$ cat src/rtl/router_src_arbiter_if.sv
// Source-side and router-side signals of the source arbiter, bundled.
// master: the sources and router environment; slave: the arbiter itself.
interface router_src_arbiter_if;
  logic [2:0]  src_valid;
  logic [23:0] src_data;
  logic [2:0]  src_ready;
  logic        busy;
  logic [7:0]  rtr_data;
  logic        rtr_pkt_valid;
  logic [1:0]  grant;
  logic        pkt_done;
  logic        drop;
  logic        par_err;

  modport master (
    output src_valid, src_data, busy,
    input  src_ready, rtr_data, rtr_pkt_valid, grant, pkt_done, drop, par_err
  );

  modport slave (
    input  src_valid, src_data, busy,
    output src_ready, rtr_data, rtr_pkt_valid, grant, pkt_done, drop, par_err
  );
endinterface

$ cat src/rtl/router_src_arbiter.sv
// Store-and-forward arbiter sharing one router input among three sources.
// A whole packet is captured from the granted source, then replayed to the
// router while honouring busy. Packets to DROP_ADDR are swallowed.
module router_src_arbiter #(
  parameter int         GAP_CYCLES = 1,
  parameter logic [1:0] DROP_ADDR  = 2'd3
) (
  input logic             clock,
  input logic             reset,
  router_src_arbiter_if.slave bus
);

  typedef enum logic [1:0] {IDLE, LOAD, SEND, GAP} state_t;

  localparam logic [1:0] GAP_INIT = 2'(GAP_CYCLES - 1);

  state_t     state;
  logic [1:0] grant_q;
  logic [1:0] last_grant;
  logic [2:0] ready_q;
  logic [7:0] rtr_data_q;
  logic       rtr_vld_q;
  logic       pkt_done_q;
  logic       drop_q;
  logic       par_err_q;
  logic [6:0] wptr;
  logic [6:0] rptr;
  logic [1:0] gap_cnt;

  logic [7:0] pkt_mem [0:64];
  logic [5:0] len;
  logic [1:0] addr;
  logic [7:0] par_acc;

  logic       xfer;
  logic [7:0] in_byte;
  logic [6:0] last_idx;
  logic [6:0] rptr_nxt;
  logic [1:0] winner;

  // First requester strictly after the previous owner, order 0->1->2->0.
  function automatic logic [1:0] rr_pick(input logic [2:0] req, input logic [1:0] last);
    logic [1:0] pick;
    pick = 2'd0;
    case (last)
      2'd0:    pick = req[1] ? 2'd1 : (req[2] ? 2'd2 : 2'd0);
      2'd1:    pick = req[2] ? 2'd2 : (req[0] ? 2'd0 : 2'd1);
      default: pick = req[0] ? 2'd0 : (req[1] ? 2'd1 : 2'd2);
    endcase
    return pick;
  endfunction

  assign winner   = rr_pick(bus.src_valid, last_grant);
  // src_ready is one-hot on the owner during LOAD only, so this is the transfer strobe.
  assign xfer     = |(bus.src_valid & ready_q);
  assign last_idx = {1'b0, len} + 7'd1;
  assign rptr_nxt = rptr + 7'd1;

  // Byte lane of the current owner.
  always_comb begin
    in_byte = bus.src_data[23:16];
    case (grant_q)
      2'd0:    in_byte = bus.src_data[7:0];
      2'd1:    in_byte = bus.src_data[15:8];
      default: in_byte = bus.src_data[23:16];
    endcase
  end

  // Packet capture: buffer, header fields and running parity (data path, no reset).
  always_ff @(posedge clock) begin
    if (state == IDLE) begin
      par_acc <= '0;
    end else if (xfer) begin
      pkt_mem[wptr] <= in_byte;
      par_acc       <= par_acc ^ in_byte;
      if (wptr == 7'd0) begin
        len  <= in_byte[7:2];
        addr <= in_byte[1:0];
      end
    end
  end

  // Control FSM with registered outputs.
  always_ff @(posedge clock or posedge reset) begin
    if (reset) begin
      state      <= IDLE;
      grant_q    <= 2'd3;
      last_grant <= 2'd2;
      ready_q    <= '0;
      rtr_data_q <= '0;
      rtr_vld_q  <= 1'b0;
      pkt_done_q <= 1'b0;
      drop_q     <= 1'b0;
      par_err_q  <= 1'b0;
      wptr       <= '0;
      rptr       <= '0;
      gap_cnt    <= '0;
    end else begin
      pkt_done_q <= 1'b0;
      drop_q     <= 1'b0;
      par_err_q  <= 1'b0;
      case (state)
        IDLE: begin
          if (|bus.src_valid) begin
            grant_q <= winner;
            ready_q <= 3'b001 << winner;
            wptr    <= '0;
            state   <= LOAD;
          end
        end
        LOAD: begin
          if (xfer) begin
            wptr <= wptr + 7'd1;
            // The header is never the parity byte; len is valid from wptr 1 on.
            if (wptr != 7'd0 && wptr == last_idx) begin
              ready_q   <= '0;
              par_err_q <= (par_acc != in_byte);
              if (addr == DROP_ADDR) begin
                drop_q     <= 1'b1;
                gap_cnt    <= GAP_INIT;
                last_grant <= grant_q;
                grant_q    <= 2'd3;
                state      <= GAP;
              end else begin
                rptr       <= '0;
                rtr_data_q <= pkt_mem[0];
                rtr_vld_q  <= 1'b1;
                state      <= SEND;
              end
            end
          end
        end
        SEND: begin
          if (!bus.busy) begin
            if (rptr == last_idx) begin
              pkt_done_q <= 1'b1;
              rtr_data_q <= '0;
              rtr_vld_q  <= 1'b0;
              gap_cnt    <= GAP_INIT;
              last_grant <= grant_q;
              grant_q    <= 2'd3;
              state      <= GAP;
            end else begin
              // Present the byte the pointer advances to; parity goes out with valid low.
              rptr       <= rptr_nxt;
              rtr_data_q <= pkt_mem[rptr_nxt];
              rtr_vld_q  <= (rptr_nxt <= {1'b0, len});
            end
          end
        end
        GAP: begin
          if (gap_cnt == 2'd0) state <= IDLE;
          else                 gap_cnt <= gap_cnt - 2'd1;
        end
        default: state <= IDLE;
      endcase
    end
  end

  assign bus.src_ready     = ready_q;
  assign bus.rtr_data      = rtr_data_q;
  assign bus.rtr_pkt_valid = rtr_vld_q;
  assign bus.grant         = grant_q;
  assign bus.pkt_done      = pkt_done_q;
  assign bus.drop          = drop_q;
  assign bus.par_err       = par_err_q;

endmodule

$ cat src/flat_wrapper.sv
// flat-port wrapper written by rule: the top's interface ports become plain ports
module router_src_arbiter_flat 
#(
  parameter int         GAP_CYCLES = 1,
  parameter logic [1:0] DROP_ADDR  = 2'd3
)
  (clock, reset, bus_src_valid, bus_src_data, bus_busy, bus_src_ready, bus_rtr_data, bus_rtr_pkt_valid, bus_grant, bus_pkt_done, bus_drop, bus_par_err);
  router_src_arbiter_if bus_i ();
  input logic clock;
  input logic reset;
  input wire logic [$bits(bus_i.src_valid)-1:0] bus_src_valid;
  input wire logic [$bits(bus_i.src_data)-1:0] bus_src_data;
  input wire logic [$bits(bus_i.busy)-1:0] bus_busy;
  output wire logic [$bits(bus_i.src_ready)-1:0] bus_src_ready;
  output wire logic [$bits(bus_i.rtr_data)-1:0] bus_rtr_data;
  output wire logic [$bits(bus_i.rtr_pkt_valid)-1:0] bus_rtr_pkt_valid;
  output wire logic [$bits(bus_i.grant)-1:0] bus_grant;
  output wire logic [$bits(bus_i.pkt_done)-1:0] bus_pkt_done;
  output wire logic [$bits(bus_i.drop)-1:0] bus_drop;
  output wire logic [$bits(bus_i.par_err)-1:0] bus_par_err;
  assign bus_i.src_valid = bus_src_valid;
  assign bus_i.src_data = bus_src_data;
  assign bus_i.busy = bus_busy;
  assign bus_src_ready = bus_i.src_ready;
  assign bus_rtr_data = bus_i.rtr_data;
  assign bus_rtr_pkt_valid = bus_i.rtr_pkt_valid;
  assign bus_grant = bus_i.grant;
  assign bus_pkt_done = bus_i.pkt_done;
  assign bus_drop = bus_i.drop;
  assign bus_par_err = bus_i.par_err;
  router_src_arbiter #(.GAP_CYCLES(GAP_CYCLES), .DROP_ADDR(DROP_ADDR)) u_core (.clock(clock), .reset(reset), .bus(bus_i));
endmodule
$ cat config.mk
export PLATFORM = sky130hd
export DESIGN_NAME = router_src_arbiter_flat
export DESIGN_NICKNAME = d
export VERILOG_FILES = /design/src/rtl/router_src_arbiter_if.sv /design/src/rtl/router_src_arbiter.sv /design/src/flat_wrapper.sv
export SDC_FILE = /design/constraint.sdc
export NUM_CORES = 1
export LEC_CHECK = 0
export BUFFER_PORTS_ARGS = -buffer_cell sky130_fd_sc_hd__buf_2
export CAP_MARGIN = 20
export CORE_MARGIN = 8
export CORE_UTILIZATION = 40
export DETAILED_ROUTE_END_ITERATION = 7
export PLACE_DENSITY = 0.62
export SYNTH_ARGS = -nofsm -noshare
export SYNTH_HDL_FRONTEND = slang
export SYNTH_SLANG_ARGS = --single-unit
export TNS_END_PERCENT = 20
$ cat constraint.sdc
create_clock -name clock -period 3.6 [get_ports clock]
set_input_delay 0.18 -clock clock [delete_from_list [all_inputs] [get_ports clock]]
set_output_delay 0.18 -clock clock [all_outputs]
set_load 0.02 [all_outputs]
==> summary.md, run 1 <==
| Metric | Value |
|---|---|
| R2R Path End | `u_core.bus.rtr_data[3]` |
| Placement Rows | `89` |
| Hold Path Cell Cnt | `4` |
| Placer Congestion | `0.862` |
| 1st-iter DRT viols | `1371` |
| WP data required | `4080 ps` |
| Power per cell area | `760 nW/um^2` |
| IO buf count | `46` |
| Max-cap violations | `0` |
| Post-Syn Area | `23800 sq um` |
| Post-synth top cells | `edfxtp_1, mux4_2, nor2_1` |
| Yosys cell types | `77` |
| Share of cells above drive strength 1 | `28.8%` |
| Min Clock Period, post-route | `3430 ps` |
| Total grt overflow | `0` |
| Clock Path Buffers | `3` |
| Later-pin clock latency in the skew report | `620 ps` |
| Die width | `260 um` |
| Worst reg2reg path depth | `8` |
| Tightest Pin Transition | `882 ps` |
| Global-route wire length before repair | `86300 um` |
| CP bufs+invs | `1` |
| Area share of the largest cell type after synthesis | `66.7%` |
| Starting Density | `40.3%` |
| Post-synth EDFFs | `528` |
| Core Region | `58900 sq um` |
| Startpoint Class | `flop` |
| Vias per inst | `5.64` |
| CP Capture Type | `flop` |
| GRT Overall Usage | `17.0%` |
| Fin util | `46.7%` |
| Vias | `12900` |
| CP peak stage delay | `750 ps` |
| Area of the multi-input gates | `6360 sq um` |
| Slew HR | `41.0%` |
| Layout Area Growth over Synthesis | `15.9%` |
| Worst setup margin | `174 ps` |
| Router iterations before antenna repair | `6` |
| Design area | `27500 sq um` |
| Critical-path maximum fanout | `23` |
| Largest net degree at the start of global routing | `69` |
| Clock sink count | `573` |
| Avg Cell Area, Syn | `18.0 sq um` |
| Root Buffer | `clkbuf_16` |
| # fillers | `4952` |
| FF-to-FF setup slack | `170 ps` |
| Synth Flop Type | `edfxtp_1` |
| Vias in the first global route | `13300` |
| Total CTS buffers | `57` |
| Syn Inst Count | `1320` |
| Area after DPL | `25500 sq um` |
| WL/cell | `25.0 um` |
| RSZ-0062 raised after global routing | `no` |
| Worst path arrival time | `3910 ps` |
| Yosys warnings | `0` |
| Finish-stage setup viols | `0` |
| Routed Antenna Nets | `0` |
| DRC | `0` |
| R2r startpoint | `u_core.rptr[0]` |
| Cells after DPL | `2178` |
| Crit-path slowest cell | `a2111oi_1` |
| Peak VDD IR | `0.494 mV` |
| WHS | `49.6 ps` |
| Final Skew | `33.2 ps` |
| Post-synthesis sequential area ratio | `71.3%` |
| H-tree depth | `2` |
| Status | `finished clean` |
| Synth area leader | `edfxtp_1` |
| Delay-heaviest family, CP | `compound AO/OA/AOI/OAI gates` |
| Die Ht | `260 um` |
| Dpl hpwl | `36900 um` |
| Hold_sp | `bus_src_data[22]` |
| I/O Pins | `47` |
| Sequential cell area | `16900 sq um` |
| HP Class | `in2reg` |
| Pre-CTS worst setup slack | `-150 ps` |
| Yosys reg bits | `573` |
| Async SR Flop Fraction | `6.46%` |
| Initial antenna violation count | `1` |
| Mapped Nets | `1366` |
| Final worst-path cycle share | `95.2%` |
| Total Routed Length | `57400 um` |
| Crit-path cells | `ha_4 -> buf_12 -> mux4_2 -> nand2_1 -> a21oi_1 -> a2111oi_1 -> o311ai_0 -> a32o_1` |
| Post-Layout Cell Count | `2296` |
| CTS tree | `yes` |
| DIE AREA | `67400 sq um` |
| FMAX | `0.292 GHz` |
| Clock-pin slew on the worst setup and hold paths | `70 ps` |
| Setup Buffers After CTS | `0` |
| Count leader, synth | `edfxtp_1` |
| Leak pwr | `9.06 nW` |
| Hold Crit Endpoint | `u_core.par_acc[6]` |
| Final Max Slew Viols | `0` |
| Path type of the worst setup path | `reg2reg` |
| Main area contributors after synthesis | `edfxtp_1, mux4_2, dfrtp_1` |
| Fin nets | `1519` |
| Hold Vio Cnt, Final | `0` |
## through the flow
| step | total power [mW] | TNS, ps |
|---|---|---|
| 6_report | 20.9 | 0 |
| 5_1_grt | 21.8 | 0 |
| 4_1_cts | 21.1 | 0 |
| 3_5_place_dp | 15.1 | -155 |
| 3_3_place_gp | 14.9 | -71.7 |
| 2_1_floorplan | 12.8 | 0 |
## report_power, final
part / switching (mW) / internal (mW) / total (mW)
clock network: 2.56 / 3.44 / 5.99
registers: 0.330 / 8.08 / 8.41
logic: 3.82 / 2.70 / 6.52
total: 6.70 / 14.2 / 20.9
## area by class of cell
type                    instances  share of cell area [%]
diodes                          1                 0.00909
clock buffers                  64                    5.43
clock inverters                44                    1.48
inverters                      32                   0.436
multi-input cells             644                    23.1
flip-flops and latches        573                    61.6
well taps                     773                    3.51
repair buffers                165                    4.44
## how the worst max path moves through the flow
stage / from / endpoint / slack (ps) / cells after the start
after floorplan: u_core.rptr[0] / u_core.bus.rtr_data[2] / 770 / 10
after global placement: u_core.rptr[0] / u_core.bus.rtr_data[7] / -70 / 8
after detailed placement: u_core.rptr[0] / u_core.bus.rtr_data[7] / -150 / 8
after CTS: u_core.rptr[0] / u_core.bus.rtr_data[4] / 50 / 8
after global routing: u_core.rptr[0] / u_core.bus.rtr_data[3] / 30 / 8
final: u_core.rptr[0] / u_core.bus.rtr_data[3] / 170 / 8
## cell usage in the layout, fill, tap and decap left out, drive strengths merged, types with 12 or more instances in the layout
cell type / Yosys / layout
a211oi: 12 / 12
a21oi: 36 / 36
buf: 38 / 156
clkbuf: 33 / 64
clkinv: 0 / 28
dfrtp: 34 / 34
edfxtp: 528 / 528
ha: 16 / 16
inv: 32 / 35
mux2i: 22 / 22
mux4: 140 / 140
nand2: 67 / 67
nand3: 22 / 22
nor2: 105 / 105
o21ai: 32 / 32
xnor2: 19 / 19
## timing repair
action / in CTS / in global routing
endpoints found under the setup margin: 2 / 2
hold endpoints to repair: 25 / 0
hold buffers: 9 / 0
gates resized for setup: 2 / 2
## worst min-delay path: cells and delay by family
| family | cells | cell delay [ps] |
|---|---|---|
| compound gates | 3 | 360 |
| buf+inv | 1 | 80 |
## registers in the layout, summed over array words and instances, names as in the netlist
register	cells
u_core.wptr	7
u_core.last_grant	2
u_core.bus.par_err	1
u_core.bus.drop	1
u_core.gap_cnt	2
u_core.addr	2
u_core.bus.src_ready	3
u_core.state	2
u_core.par_acc	8
u_core.pkt_mem	520
u_core.bus.rtr_data	8
u_core.bus.pkt_done	1
u_core.len	6
u_core.rptr	7
u_core.bus.grant	2
u_core.bus.rtr_pkt_valid	1
## kinds of logic after synthesis
kind of cell,share of synthesized area (%)
compound gates,4.31
xor+xnor,1.12
simple gates,5.64
flops,71.3
fa+ha+maj,0.843
buf+inv,2.01
mux,14.8
## layer usage
layer  track usage (%)  share of wire (%)  vias to the layer above  routed length (um)
met5                 0                  0                        -                   0
met4              5.36                2.6                        0                1510
met3              3.53                7.1                       97                4080
met2              27.5                 48                      480               27400
met1              23.1                 42                     6734               24300
li1                  -                  -                     5630                   -
Power figures use the tool's default switching activity.
==> inputs of run 2 (changes only) <==
--- a/config.mk
+++ b/config.mk
@@ -11,6 +11,7 @@
 export CORE_UTILIZATION = 40
 export DETAILED_ROUTE_END_ITERATION = 7
 export PLACE_DENSITY = 0.62
+export SETUP_SLACK_MARGIN = 0.4
 export SYNTH_ARGS = -nofsm -noshare
 export SYNTH_HDL_FRONTEND = slang
 export SYNTH_SLANG_ARGS = --single-unit
==> run 2 against run 1 <==
Against the previous run: global-route usage up 0.080 points; cell count grew 0.26%; non-clock buffer count is 7 higher; wire length rose by 0.61%; worst hold slack better by 6.3 ps; highest routed layer is now met5; flip-flop and latch count is the same; clock power barely moved; critical path type unchanged; maximum frequency rose by 9.1%; largest power group unchanged; total power is 1.2% higher; largest cell class unchanged; clock-buffer cell count did not move.
==> summary.md, run 2 (synthesis gave the netlist of run 1 again) <==
| Metric | Value |
|---|---|
| Status | `finished clean (unchanged)` |
| Root Buffer | `clkbuf_16 (unchanged)` |
| Area after DPL | `25500 sq um (unchanged)` |
| WP data required | `4090 ps (was 4080 ps)` |
| DIE AREA | `67400 sq um (unchanged)` |
| Routed Antenna Nets | `0 (unchanged)` |
| Switching Share | `32.1% (was 32.0%)` |
| Power share of the combinational group | `31.9% (was 31.2%)` |
| HP Class | `in2reg (unchanged)` |
| RSZ-0062 raised after global routing | `yes (was no)` |
| # fillers | `4938 (was 4952)` |
| Vias per inst | `5.60 (was 5.64)` |
| Clock-pin slew on the worst setup and hold paths | `70 ps (about the same)` |
| CP Capture Type | `flop (unchanged)` |
| Leak pwr | `9.11 nW (was 9.06 nW)` |
| Core Region | `58900 sq um (unchanged)` |
| Design area | `27700 sq um (was 27500 sq um)` |
| Vias in the first global route | `13300 (about the same)` |
| Dpl hpwl | `36900 um (unchanged)` |
| WL/cell | `25.1 um (was 25.0 um)` |
| 1st-iter DRT viols | `1250 (was 1371)` |
| Critical-path maximum fanout | `10 (was 23)` |
| Tightest Pin Transition | `869 ps (was 882 ps)` |
| Peak VDD IR | `0.500 mV (was 0.494 mV)` |
| P_sw | `6.79 mW (was 6.70 mW)` |
| DRC | `0 (unchanged)` |
| Total CTS buffers | `57 (unchanged)` |
| Number of flip-flops in the largest register | `520 (unchanged)` |
| Clock sink count | `573 (unchanged)` |
| Largest net degree at the start of global routing | `69 (unchanged)` |
| IO buf count | `46 (unchanged)` |
| Final Max Slew Viols | `0 (unchanged)` |
| Clock share of power | `28.3% (was 28.6%)` |
| Finish-stage setup viols | `0 (unchanged)` |
| Final worst-path cycle share | `87.2% (was 95.2%)` |
| # diodes | `0 (was 1)` |
| Top layer in use | `met5 (was met4)` |
| Biggest register | `u_core.pkt_mem (unchanged)` |
| Fin nets | `1526 (was 1519)` |
| Global-route wire length before repair | `86600 um (was 86300 um)` |
| Wl on met1 | `24200 um (was 24300 um)` |
| Seq pwr share | `39.8% (was 40.2%)` |
| Min Clock Period, post-route | `3140 ps (was 3430 ps)` |
| Die width | `260 um (unchanged)` |
| Vias | `12900 (about the same)` |
| Placement Rows | `89 (unchanged)` |
| Die Ht | `260 um (unchanged)` |
| GRT Overall Usage | `17.1% (was 17.0%)` |
| Later-pin clock latency in the skew report | `630 ps (was 620 ps)` |
| Clock Path Buffers | `3 (unchanged)` |
| Slew HR | `41.9% (was 41.0%)` |
| Metal3 WL | `4310 um (was 4080 um)` |
| Routed wl met2 | `27600 um (was 27400 um)` |
| Final TNS setup | `0 ps (unchanged)` |
| Total Routed Length | `57700 um (was 57400 um)` |
| Max-cap violations | `0 (unchanged)` |
| I/O Pins | `47 (unchanged)` |
| Worst path arrival time | `3630 ps (was 3910 ps)` |
| Worst setup margin | `460 ps (was 174 ps)` |
| Initial antenna violation count | `1 (unchanged)` |
| Router iterations before antenna repair | `5 (was 6)` |
| CTS tree | `yes (unchanged)` |
| Startpoint Class | `flop (unchanged)` |
| Final Skew | `38.5 ps (was 33.2 ps)` |
| Hold Vio Cnt, Final | `0 (unchanged)` |
| Int Pwr | `14.4 mW (was 14.2 mW)` |
| Total grt overflow | `0 (unchanged)` |
| Starting Density | `40.3% (unchanged)` |
| Layout Area Growth over Synthesis | `16.5% (was 15.9%)` |
| Commonest non-fill, non-tap cell in the layout | `edfxtp_1 (unchanged)` |
| Path type of the worst setup path | `reg2reg (unchanged)` |
| WHS | `55.9 ps (was 49.6 ps)` |
| Pre-CTS worst setup slack | `-150 ps (unchanged)` |
| Share of cells above drive strength 1 | `29.7% (was 28.8%)` |
| Placer Congestion | `0.862 (unchanged)` |
| H-tree depth | `2 (unchanged)` |
| Power per cell area | `764 nW/um^2 (was 760 nW/um^2)` |
| Commonest non-fill, non-tap cells in the layout | `edfxtp_1, mux4_2, buf_4 (was edfxtp_1, mux4_2, nor2_1)` |
| FMAX | `0.318 GHz (was 0.292 GHz)` |
==> run 2: area by class of cell <==
cell class	instances	area, sq um	share of cell area, %
sequential	573	16900	61.2
multi-input combinational	644	6420	23.2
clock buffer	64	1500	5.40
timing repair buffer	172	1320	4.76
tap	773	967	3.49
clock inverter	44	408	1.47
inverter	32	123	0.443
==> run 2: what timing repair did <==
item / CTS / global route
endpoints found under the setup margin: 6 / 20
hold buffers: 9 / 0
gates resized for setup: 7 / 12
setup buffers: 1 / 6
pin swaps: 1 / 1
endpoints found under the hold margin: 25 / 0
==> run 2: final timing paths <==
check,startpoint,to,slack [ps],cells past startpoint
worst max register to register,u_core.rptr[0],u_core.bus.rtr_data[5],460,8
min in group asynchronous,reset,u_core.rptr[5],250,3
worst min-delay path,bus_src_data[18],u_core.par_acc[2],60,4
worst min register to register,u_core.gap_cnt[0],u_core.gap_cnt[0],500,1
max in group asynchronous,reset,u_core.bus.grant[0],2500,4
worst max-delay path,u_core.rptr[0],u_core.bus.rtr_data[5],460,8
==> run 2: power groups by stage <==
stage / registers, mW / clock network, mW / logic, mW
global route: 8.44 / 6.33 / 7.24
detailed placement: 8.53 / 0 / 6.53
finish: 8.42 / 5.99 / 6.75
floorplan: 8.43 / 0 / 4.34
CTS: 8.39 / 6.11 / 6.64
global placement: 8.52 / 0 / 6.39
==> run 2: worst max-delay path, stage by stage, from the launching register on <==
cell and delay (ps):
dfrtp_4 520, ha_4 200, and3_1 350, nand3_1 180, xnor2_1 300, buf_4 260, a2111oi_1 600, o311ai_0 270
a32o_1 310
==> run 2: layer usage <==
metal  up-vias  GRT usage (%)
li1       5635              -
met1      6689           23.2
met2       476           27.6
met3        96           3.58
met4         2           5.39
met5         -              0
==> run 2: per-stage QoR <==
step                std cells  power, mW  utilization [%]
floorplan                1320       12.8                -
global placement         2176       14.9             43.3
detailed placement       2178       15.1             43.3
CTS                      2296       21.1             46.8
global route             2302       22.0             47.0
finish                   2302       21.2             47.0
==> inputs of run 3 (changes only) <==
--- a/config.mk
+++ b/config.mk
@@ -7,6 +7,7 @@
 export LEC_CHECK = 0
 export BUFFER_PORTS_ARGS = -buffer_cell sky130_fd_sc_hd__buf_2
 export CAP_MARGIN = 20
+export CORE_ASPECT_RATIO = 1.5
 export CORE_MARGIN = 8
 export CORE_UTILIZATION = 40
 export DETAILED_ROUTE_END_ITERATION = 7
==> constraint.sdc (replaced) <==
create_clock -name clock -period 3.9 [get_ports clock]
set_input_delay 0.195 -clock clock [delete_from_list [all_inputs] [get_ports clock]]
set_output_delay 0.195 -clock clock [all_outputs]
set_load 0.02 [all_outputs]
==> run 3 against run 2 <==
Against the previous run: cell area down 1.9%; maximum frequency is 4.8% lower; clock skew is 19 ps lower; sequential share of layout area grew 1.2 points; flip-flop and latch count unchanged; combinational power down 10%; sequential power fell by 8.0%; critical endpoint unchanged.
==> summary.md, run 3 (synthesis gave the netlist of run 1 again) <==
| Metric | Value |
|---|---|
| Routed Antenna Nets | `0 (unchanged)` |
| DIE AREA | `67600 sq um (was 67400 sq um)` |
| Path type of the worst setup path | `reg2reg (unchanged)` |
| Hold Crit Endpoint | `u_core.par_acc[2] (unchanged)` |
| # fillers | `4999 (was 4938)` |
| H-tree depth | `2 (unchanged)` |
| Vias per inst | `5.59 (was 5.60)` |
| Router iterations before antenna repair | `6 (was 5)` |
| Fin nets | `1489 (was 1526)` |
| CP Capture Type | `flop (unchanged)` |
| Commonest non-fill, non-tap cells in the layout | `edfxtp_1, mux4_2, nor2_1 (was edfxtp_1, mux4_2, buf_4)` |
| WP data required | `4380 ps (was 4090 ps)` |
| Max-cap violations | `0 (unchanged)` |
| Vias in the first global route | `13300 (about the same)` |
| FMAX | `0.303 GHz (was 0.318 GHz)` |
| Clock sink count | `573 (unchanged)` |
| Global-route wire length before repair | `86000 um (was 86600 um)` |
| DRC | `0 (unchanged)` |
| WL/cell | `25.4 um (was 25.1 um)` |
| Critical-path maximum fanout | `44 (was 10)` |
| FF-to-FF setup slack | `600 ps (was 460 ps)` |
| Total CTS buffers | `51 (was 57)` |
| Dpl hpwl | `37500 um (was 36900 um)` |
| Placement Rows | `109 (was 89)` |
| Die width | `215 um (was 260 um)` |
| Starting Density | `40.4% (was 40.3%)` |
| Finish-stage setup viols | `0 (unchanged)` |
| R2r startpoint | `u_core.rptr[0] (unchanged)` |
| Total Routed Length | `57400 um (was 57700 um)` |
| Final TNS setup | `0 ps (unchanged)` |
| Status | `finished clean (unchanged)` |
| Power per cell area | `697 nW/um^2 (was 764 nW/um^2)` |
| Biggest register | `u_core.pkt_mem (unchanged)` |
| Min Clock Period, post-route | `3300 ps (was 3140 ps)` |
| Design area | `27200 sq um (was 27700 sq um)` |
| Worst reg2reg path depth | `8 (unchanged)` |
| Peak VDD IR | `0.355 mV (was 0.500 mV)` |
| Later-pin clock latency in the skew report | `590 ps (was 630 ps)` |
| CTS tree | `yes (unchanged)` |
| Hold Vio Cnt, Final | `0 (unchanged)` |
| Final worst-path cycle share | `84.6% (was 87.2%)` |
| Clock-pin slew on the worst setup and hold paths | `70 ps (about the same)` |
| Die Ht | `314 um (was 260 um)` |
| Hold Path Cell Cnt | `4 (unchanged)` |
| Total grt overflow | `0 (unchanged)` |
| CTS resizes | `0 (was 7)` |
| RSZ-0062 raised after global routing | `no (was yes)` |
| Root Buffer | `clkbuf_16 (unchanged)` |
| I/O Pins | `47 (unchanged)` |
| Initial antenna violation count | `0 (was 1)` |
| Core Region | `58800 sq um (was 58900 sq um)` |
| IO buf count | `46 (unchanged)` |
| Final Max Slew Viols | `0 (unchanged)` |
| HP Class | `in2reg (unchanged)` |
| Clock Path Buffers | `3 (unchanged)` |
| GRT Overall Usage | `16.8% (was 17.1%)` |
| Leak pwr | `8.86 nW (was 9.11 nW)` |
| Vias | `12600 (was 12900)` |
| Number of flip-flops in the largest register | `520 (unchanged)` |
| Area after DPL | `25400 sq um (was 25500 sq um)` |
| Largest net degree at the start of global routing | `67 (was 69)` |
| Startpoint Class | `flop (unchanged)` |
| Layout Area Growth over Synthesis | `14.3% (was 16.5%)` |
| Share of cells above drive strength 1 | `26.9% (was 29.7%)` |
| R2R Path End | `u_core.bus.rtr_data[5] (unchanged)` |
| 1st-iter DRT viols | `1005 (was 1250)` |
| Worst path arrival time | `3780 ps (was 3630 ps)` |
| Hold_sp | `bus_src_data[18] (unchanged)` |
| Slew HR | `40.7% (was 41.9%)` |
| Final Skew | `19.7 ps (was 38.5 ps)` |
| Commonest non-fill, non-tap cell in the layout | `edfxtp_1 (unchanged)` |
| Placer Congestion | `0.920 (was 0.862)` |
| Tightest Pin Transition | `887 ps (was 869 ps)` |
==> run 3: changes by cell type in the layout (fill, tap and decap cells not counted), sizes merged <==
cell | before | now
bufinv | 6 | 7
clkinv | 28 | 19
clkinvlp | 7 | 1
dlygate4sd3 | 9 | 2
buf | 163 | 139
inv | 35 | 33
diode | 0 | 1
==> run 3: worst max path at each step <==
stage	start	to	slack [ps]	depth (start not counted)
6_report	u_core.rptr[0]	u_core.bus.rtr_data[5]	600	8
5_1_grt	u_core.rptr[0]	u_core.bus.rtr_data[5]	490	6
2_1_floorplan	u_core.rptr[0]	u_core.bus.rtr_data[2]	1070	10
4_1_cts	u_core.rptr[0]	u_core.bus.rtr_data[2]	590	6
3_5_place_dp	u_core.rptr[0]	u_core.bus.rtr_data[2]	580	6
3_3_place_gp	u_core.rptr[0]	u_core.bus.rtr_data[2]	610	6
==> run 3: layer usage <==
metal	vias to the layer above	GRT usage (%)	wire length, um
met2	337	31.6	31200
met1	6631	18.8	21400
li1	5560	-	-
met5	-	0	0
met4	0	6.78	2190
met3	103	2.36	2530
==> run 3: where the power goes <==
part           internal, mW  switching [mW]  total [mW]  leakage, nW
logic                  2.47            3.59        6.06         2.73
clock network          2.95            2.18        5.12        0.828
registers              7.45           0.298        7.75         5.30
total                  12.9            6.06        18.9         8.86
==> run 3: cell type report <==
class	count	area (sq um)	share of cell area, %
flip-flops and latches	573	16900	62.4
multi-input cells	644	6350	23.4
clock buffers	64	1370	5.04
repair buffers	141	1060	3.91
well taps	777	972	3.58
clock inverters	28	325	1.20
inverters	32	120	0.442
diodes	1	2.50	0.00922
==> run 3: through the flow <==
step	power, mW	hold slack [ps]	std cells	worst slack (ps)	utilization, %
global route	19.7	91.1	2259	490	46.2
global placement	13.9	194	2162	608	43.2
finish	18.9	59.3	2260	601	46.2
CTS	19.1	37.9	2256	592	46.1
floorplan	11.8	266	1320	1070	-
detailed placement	14.0	201	2162	581	43.2
==> run 3: repair_timing <==
action / 4_1_cts / 5_1_grt
buffers inserted: 0 / 0
endpoints found under the setup margin: 0 / 0
hold endpoints to repair: 10 / 0
hold buffers: 2 / 0
==> run 3: critical path, stage by stage, from the launching register on <==
cell and delay [ps]:
dfrtp_4 560, ha_4 380, buf_12 290, mux4_2 370, and3_1 210, a221o_1 270
a211oi_1 570, o311ai_0 220, a32o_1 280
